### src/rtl/muldiv_pkg.sv
// Shared instruction definitions for the multiply/divide unit: MIPS funct codes
// and small helpers used when decoding a request.
package muldiv_pkg;

    localparam logic [5:0] FUNCT_MFHI  = 6'h10;
    localparam logic [5:0] FUNCT_MTHI  = 6'h11;
    localparam logic [5:0] FUNCT_MFLO  = 6'h12;
    localparam logic [5:0] FUNCT_MTLO  = 6'h13;
    localparam logic [5:0] FUNCT_MULT  = 6'h18;
    localparam logic [5:0] FUNCT_MULTU = 6'h19;
    localparam logic [5:0] FUNCT_DIV   = 6'h1A;
    localparam logic [5:0] FUNCT_DIVU  = 6'h1B;

    function automatic logic funct_valid(input logic [5:0] f);
        logic ok;
        case (f)
            FUNCT_MFHI, FUNCT_MTHI, FUNCT_MFLO, FUNCT_MTLO,
            FUNCT_MULT, FUNCT_MULTU, FUNCT_DIV, FUNCT_DIVU: ok = 1'b1;
            default:                                        ok = 1'b0;
        endcase
        return ok;
    endfunction

    // Magnitude of a 32-bit operand; 0x80000000 maps to itself as an unsigned value.
    function automatic logic [31:0] mag(input logic [31:0] x, input logic is_signed);
        return (is_signed && x[31]) ? (32'd0 - x) : x;
    endfunction

endpackage

### src/rtl/muldiv_step.sv
// One iteration of the shared datapath: shift-add for multiply,
// restoring subtract-and-shift for divide, through a single 33-bit adder.
module muldiv_step (
    input  logic        is_div,
    input  logic [31:0] hi,
    input  logic [31:0] lo,
    input  logic [31:0] op,
    output logic [31:0] hi_nxt,
    output logic [31:0] lo_nxt
);

    logic [32:0] a;
    logic [32:0] b;
    logic [32:0] sum;

    always_comb begin
        a      = is_div ? {hi, lo[31]} : {1'b0, hi};
        b      = is_div ? ~{1'b0, op} : {1'b0, op};
        sum    = a + b + {32'd0, is_div};
        hi_nxt = hi;
        lo_nxt = lo;
        if (is_div) begin
            // sum[32] set means the trial subtraction went negative: restore
            hi_nxt = sum[32] ? a[31:0] : sum[31:0];
            lo_nxt = {lo[30:0], ~sum[32]};
        end else if (lo[0]) begin
            hi_nxt = sum[32:1];
            lo_nxt = {sum[0], lo[31:1]};
        end else begin
            hi_nxt = {1'b0, hi[31:1]};
            lo_nxt = {hi[0], lo[31:1]};
        end
    end

endmodule

### src/rtl/muldiv.sv
// Iterative MIPS HI/LO multiply/divide unit with MTHI/MTLO/MFHI/MFLO access.
//   state  | meaning
//   S_IDLE | accepting requests; MT*/MF* complete here in one cycle
//   S_MUL  | 32 shift-add iterations on magnitudes
//   S_DIV  | 32 restoring-divide iterations on magnitudes
//   S_FIX  | sign correction; HI/LO final at the edge leaving this state
module muldiv
    import muldiv_pkg::*;
(
    input  logic        clk,
    input  logic        rst,
    input  logic        req,
    input  logic [5:0]  funct,
    input  logic [31:0] rrs,
    input  logic [31:0] rrt,
    output logic        busy,
    output logic [31:0] rslt,
    output logic        rslt_vld
);

    typedef enum logic [1:0] {
        S_IDLE = 2'd0,
        S_MUL  = 2'd1,
        S_DIV  = 2'd2,
        S_FIX  = 2'd3
    } state_t;

    state_t      state;
    state_t      state_nxt;
    logic        accept;
    logic        signed_op;

    logic [31:0] hi;
    logic [31:0] lo;
    logic [31:0] op;
    logic [4:0]  cnt;
    logic        neg_q;
    logic        neg_r;
    logic        op_mul;

    logic [31:0] step_hi;
    logic [31:0] step_lo;

    assign signed_op = ~funct[0];

    muldiv_step u_step (
        .is_div (state == S_DIV),
        .hi     (hi),
        .lo     (lo),
        .op     (op),
        .hi_nxt (step_hi),
        .lo_nxt (step_lo)
    );

    always_ff @(posedge clk) begin
        if (rst) begin
            state <= S_IDLE;
        end else begin
            state <= state_nxt;
        end
    end

    always_comb begin
        state_nxt = state;
        accept    = 1'b0;
        busy      = (state != S_IDLE);
        case (state)
            S_IDLE: begin
                if (req && funct_valid(funct)) begin
                    accept = 1'b1;
                    if (funct == FUNCT_MULT || funct == FUNCT_MULTU) begin
                        state_nxt = S_MUL;
                    end else if (funct == FUNCT_DIV || funct == FUNCT_DIVU) begin
                        state_nxt = S_DIV;
                    end
                end
            end
            S_MUL, S_DIV: begin
                if (cnt == 5'd31) begin
                    state_nxt = S_FIX;
                end
            end
            S_FIX:   state_nxt = S_IDLE;
            default: state_nxt = S_IDLE;
        endcase
    end

    always_ff @(posedge clk) begin
        if (rst) begin
            hi       <= 32'd0;
            lo       <= 32'd0;
            op       <= 32'd0;
            cnt      <= 5'd0;
            neg_q    <= 1'b0;
            neg_r    <= 1'b0;
            op_mul   <= 1'b0;
            rslt     <= 32'd0;
            rslt_vld <= 1'b0;
        end else begin
            rslt_vld <= 1'b0;
            case (state)
                S_IDLE: begin
                    if (accept) begin
                        case (funct)
                            FUNCT_MTHI: hi <= rrs;
                            FUNCT_MTLO: lo <= rrs;
                            FUNCT_MFHI: begin
                                rslt     <= hi;
                                rslt_vld <= 1'b1;
                            end
                            FUNCT_MFLO: begin
                                rslt     <= lo;
                                rslt_vld <= 1'b1;
                            end
                            FUNCT_MULT, FUNCT_MULTU: begin
                                hi     <= 32'd0;
                                lo     <= mag(rrt, signed_op);
                                op     <= mag(rrs, signed_op);
                                neg_q  <= signed_op & (rrs[31] ^ rrt[31]);
                                neg_r  <= 1'b0;
                                op_mul <= 1'b1;
                                cnt    <= 5'd0;
                            end
                            FUNCT_DIV, FUNCT_DIVU: begin
                                hi     <= 32'd0;
                                lo     <= mag(rrs, signed_op);
                                op     <= mag(rrt, signed_op);
                                // a zero divisor leaves quotient all-ones and the
                                // remainder equal to the dividend once re-signed
                                neg_q  <= signed_op & (rrs[31] ^ rrt[31]) & (rrt != 32'd0);
                                neg_r  <= signed_op & rrs[31];
                                op_mul <= 1'b0;
                                cnt    <= 5'd0;
                            end
                            default: ;
                        endcase
                    end
                end
                S_MUL, S_DIV: begin
                    hi  <= step_hi;
                    lo  <= step_lo;
                    cnt <= cnt + 5'd1;
                end
                S_FIX: begin
                    if (op_mul) begin
                        if (neg_q) begin
                            {hi, lo} <= 64'd0 - {hi, lo};
                        end
                    end else begin
                        if (neg_q) begin
                            lo <= 32'd0 - lo;
                        end
                        if (neg_r) begin
                            hi <= 32'd0 - hi;
                        end
                    end
                end
                default: ;
            endcase
        end
    end

endmodule

### config.mk
export PLATFORM = sky130hd
export DESIGN_NAME = muldiv
export DESIGN_NICKNAME = d
export VERILOG_FILES = /design/src/rtl/muldiv_pkg.sv /design/src/rtl/muldiv_step.sv /design/src/rtl/muldiv.sv
export SDC_FILE = /design/constraint.sdc
export NUM_CORES = 1
export LEC_CHECK = 0
export BUFFER_PORTS_ARGS = -buffer_cell sky130_fd_sc_hd__buf_2
export CAP_MARGIN = 5
export CORE_UTILIZATION = 45
export CTS_CLUSTER_DIAMETER = 120
export DETAILED_ROUTE_END_ITERATION = 7
export PLACE_DENSITY = 0.6
export SYNTH_ARGS = -nofsm -noshare
export SYNTH_HDL_FRONTEND = slang
export SYNTH_SLANG_ARGS = --single-unit
export TNS_END_PERCENT = 1
### constraint.sdc
create_clock -name clk -period 6.95 [get_ports clk]
set_input_delay 0.3475 -clock clk [delete_from_list [all_inputs] [get_ports clk]]
set_output_delay 0.3475 -clock clk [all_outputs]
set_load 0.05 [all_outputs]
==> results.yml <==
setup_path:
  path_delay_family: "buffers and inverters"
  slowest_stage: "ha_4"
  cp_num_buf_inv: 4
  rr_startpoint: "state[0]"
  crit_path_max_fanout: 51
  path_class: "reg2reg"
  r2r_cells: 14
  reg2reg_to: "hi[25]"
  cp_data_required_time_ns: 7.35
  slowest_delay_ns: 0.62
  start_kind: "flip-flop"
  crit_arrival_ns: 5.72
  r2r_slack_ns: 1.63
  end_kind: "flip-flop"
  cpMostUsedCell: "buf_4"
  path_cells: "inv_1, ha_4, buf_4, buf_4, xor2_1, ha_1, and4_1, o21ai_0, a31o_2, a221oi_4, buf_4, mux2_2, a211o_1, a21oi_1"
routing:
  remaining_drc_errors: 0
  viasPerCell: 6.670
  wl_mm: 59.05
  ant_nets: 0
  first_iter_violations: 2200
  first_pass_iters: 7
  vias: 15670
  wl_per_cell_um: 25.14
die:
  start_util: 0.4582
  rows: 64
  ios: 107
  die_area_mm2: 0.03194
  die_y_um: 178.7
  die_width_um: 178.7
  core_area_mm2: 0.03067
clock_tree:
  cts-root-buf: "clkbuf_16"
  htreeDepth: 4
  clkTransAtPathRegs_ns: 0.07
  clockBufferDepth: 2
  worstSkewPairLatency_ns: 0.46
  ctsResizeCount: 0
  postCtsSetupBuffers: 0
  cts_tree: "yes"
  cts-hold-fix-buffers: 0
  clock-sinks: 139
  cts_made_buffers: 17
synthesis:
  async_reset_ff_frac: 0
  netlist_area_mm2: 0.01405
  ys_seq_area_frac: 0.1980
  synth_edf_count: 0
  synth_most_common_cell: "nand2_1"
  synth_area_leaders: "dfxtp_1, a21oi_1, nand2_1"
  syn-num-nets: 2103
  ys_warn_count: 0
  synth_top_cell_area_share: 0.1980
  syn_inst: 1989
  synth_ff_type: "dfxtp_1"
  synth_seq_cells: 139
  avgSynthCellArea_um2: 7.066
  netlist-cell-type-count: 87
  synthTopCellsByCount: "nand2_1, nor2_1, a21oi_1"
  post-synth-top-area-cell: "dfxtp_1"
timing:
  hold_viol: 0
  fin_skew_ns: 0.01875
  fin_tns_setup_ns: 0
  clock.fmax_mhz: 188.1
  max_slew_margin: 0.3283
  tightest_slew_ns: 1.005
  fin_crit_ns: 5.316
  drv_slew: 0
  min_period_over_period: 0.7649
  report.final.setup_viol: 0
  rsz0062_at_grt: "false"
placed_design:
  dp_hpwl_mm: 44.52
  portBuffers: 106
  placed_area_mm2: 0.01458
  gp_congestion: 1.010
worst_hold_path:
  hold_path_end: "rslt_vld"
  whs_path_depth: 2
  hp-start: "funct[3]"
  min_path_type: "in2reg"
run:
  maxCapViolations: 0
global_route:
  grt_use_total: 0.3672
  grt_max_degree: 65
  grt_pass1_vias: 13610
  grt_antenna_before_repair: 2
  grt_first_pass_wirelength_mm: 86.87
  grt_overflow: 0
pwr:
  ir_drop_uv: 180.7
  leakagePower_uw: 0.005951
  p_per_area_mw_per_mm2: 234.5
layout:
  nets: 2057
  antenna_cells: 0
  design_area_mm2: 0.01517
  area_delta_synth_final_pct: 7.960
  drive_gt1_frac: 0.1249
outcome:
  run_status: "complete, no violations"
==> kinds of logic after synthesis <==
family	synth area share
and+or+nand+nor	0.2238
xor gates and xnor gates	0.09099
DFF	0.1980
AOI/OAI and AO/OA	0.3073
buffers and inverters	0.06419
adders and majority gates	0.03704
muxes	0.07861
==> worst max path at each step <==
stage,start,end,slack (ns),cells after the start
final,state[0],hi[25],1.63,14
after global routing,state[0],hi[7],1.35,14
after CTS,state[0],hi[25],1.72,14
after detailed placement,state[0],hi[25],1.72,14
after global placement,state[0],hi[25],1.80,14
after floorplan,state[0],hi[11],1.63,20
==> metrics by stage <==
stage                     total power (µW)  setup slack [ns]  utilization  cells  hold slack, ns
after floorplan                       2108             1.631            -   1989          0.4313
after global placement                2525             1.796       0.4753   2320          0.4435
after detailed placement              2535             1.725       0.4753   2320          0.4499
after CTS                             3504             1.716       0.4947   2349          0.2030
after global routing                  3721             1.345       0.4947   2349          0.2173
final                                 3558             1.634       0.4947   2349          0.2254
==> routing by layer <==
| metal | wire, µm | GRT usage | up-vias |
|---|---|---|---|
| met3 | 5902 | 0.07061 | 159 |
| li1 | - | - | 7180 |
| met2 | 24600 | 0.5368 | 961 |
| met5 | 23 | 0 | - |
| met1 | 25270 | 0.5095 | 7365 |
| met4 | 3261 | 0.1840 | 4 |
==> final cells by class <==
| class | count | area, µm² |
|---|---|---|
| Fill cell | 3119 | 15500 |
| Inverter | 35 | 131.4 |
| Timing Repair Buffer | 134 | 743.2 |
| Tap cell | 396 | 495.5 |
| Clock inverter | 9 | 138.9 |
| Clock buffer | 20 | 456.7 |
| Sequential cell | 139 | 2783 |
| Multi-Input combinational cell | 1616 | 10420 |
==> flip-flops by register name (all words and copies together), names as in the netlist <==
register and count:
rslt_vld 1, state 2, hi 32, neg_q 1, cnt 5, lo 32
op 32, rslt 32, neg_r 1, op_mul 1
==> placed cells by master, fill, tap and decap left out, drive strengths merged, types with 51 or more instances in the layout <==
master    n
xnor2    61
a21oi   195
nor2    206
o21ai   115
nor3     60
buf     134
a211oi   66
mux2     51
xor2     85
mux2i    53
nand2   209
dfxtp   139
==> report_power, final <==
part | internal (µW) | leakage (µW) | switching (µW)
Clock | 580 | 0.000281 | 397
Combinational | 572 | 0.00455 | 1030
Sequential | 843 | 0.00112 | 135
Total | 2000 | 0.00595 | 1560
(Power assumes the default switching activity.)
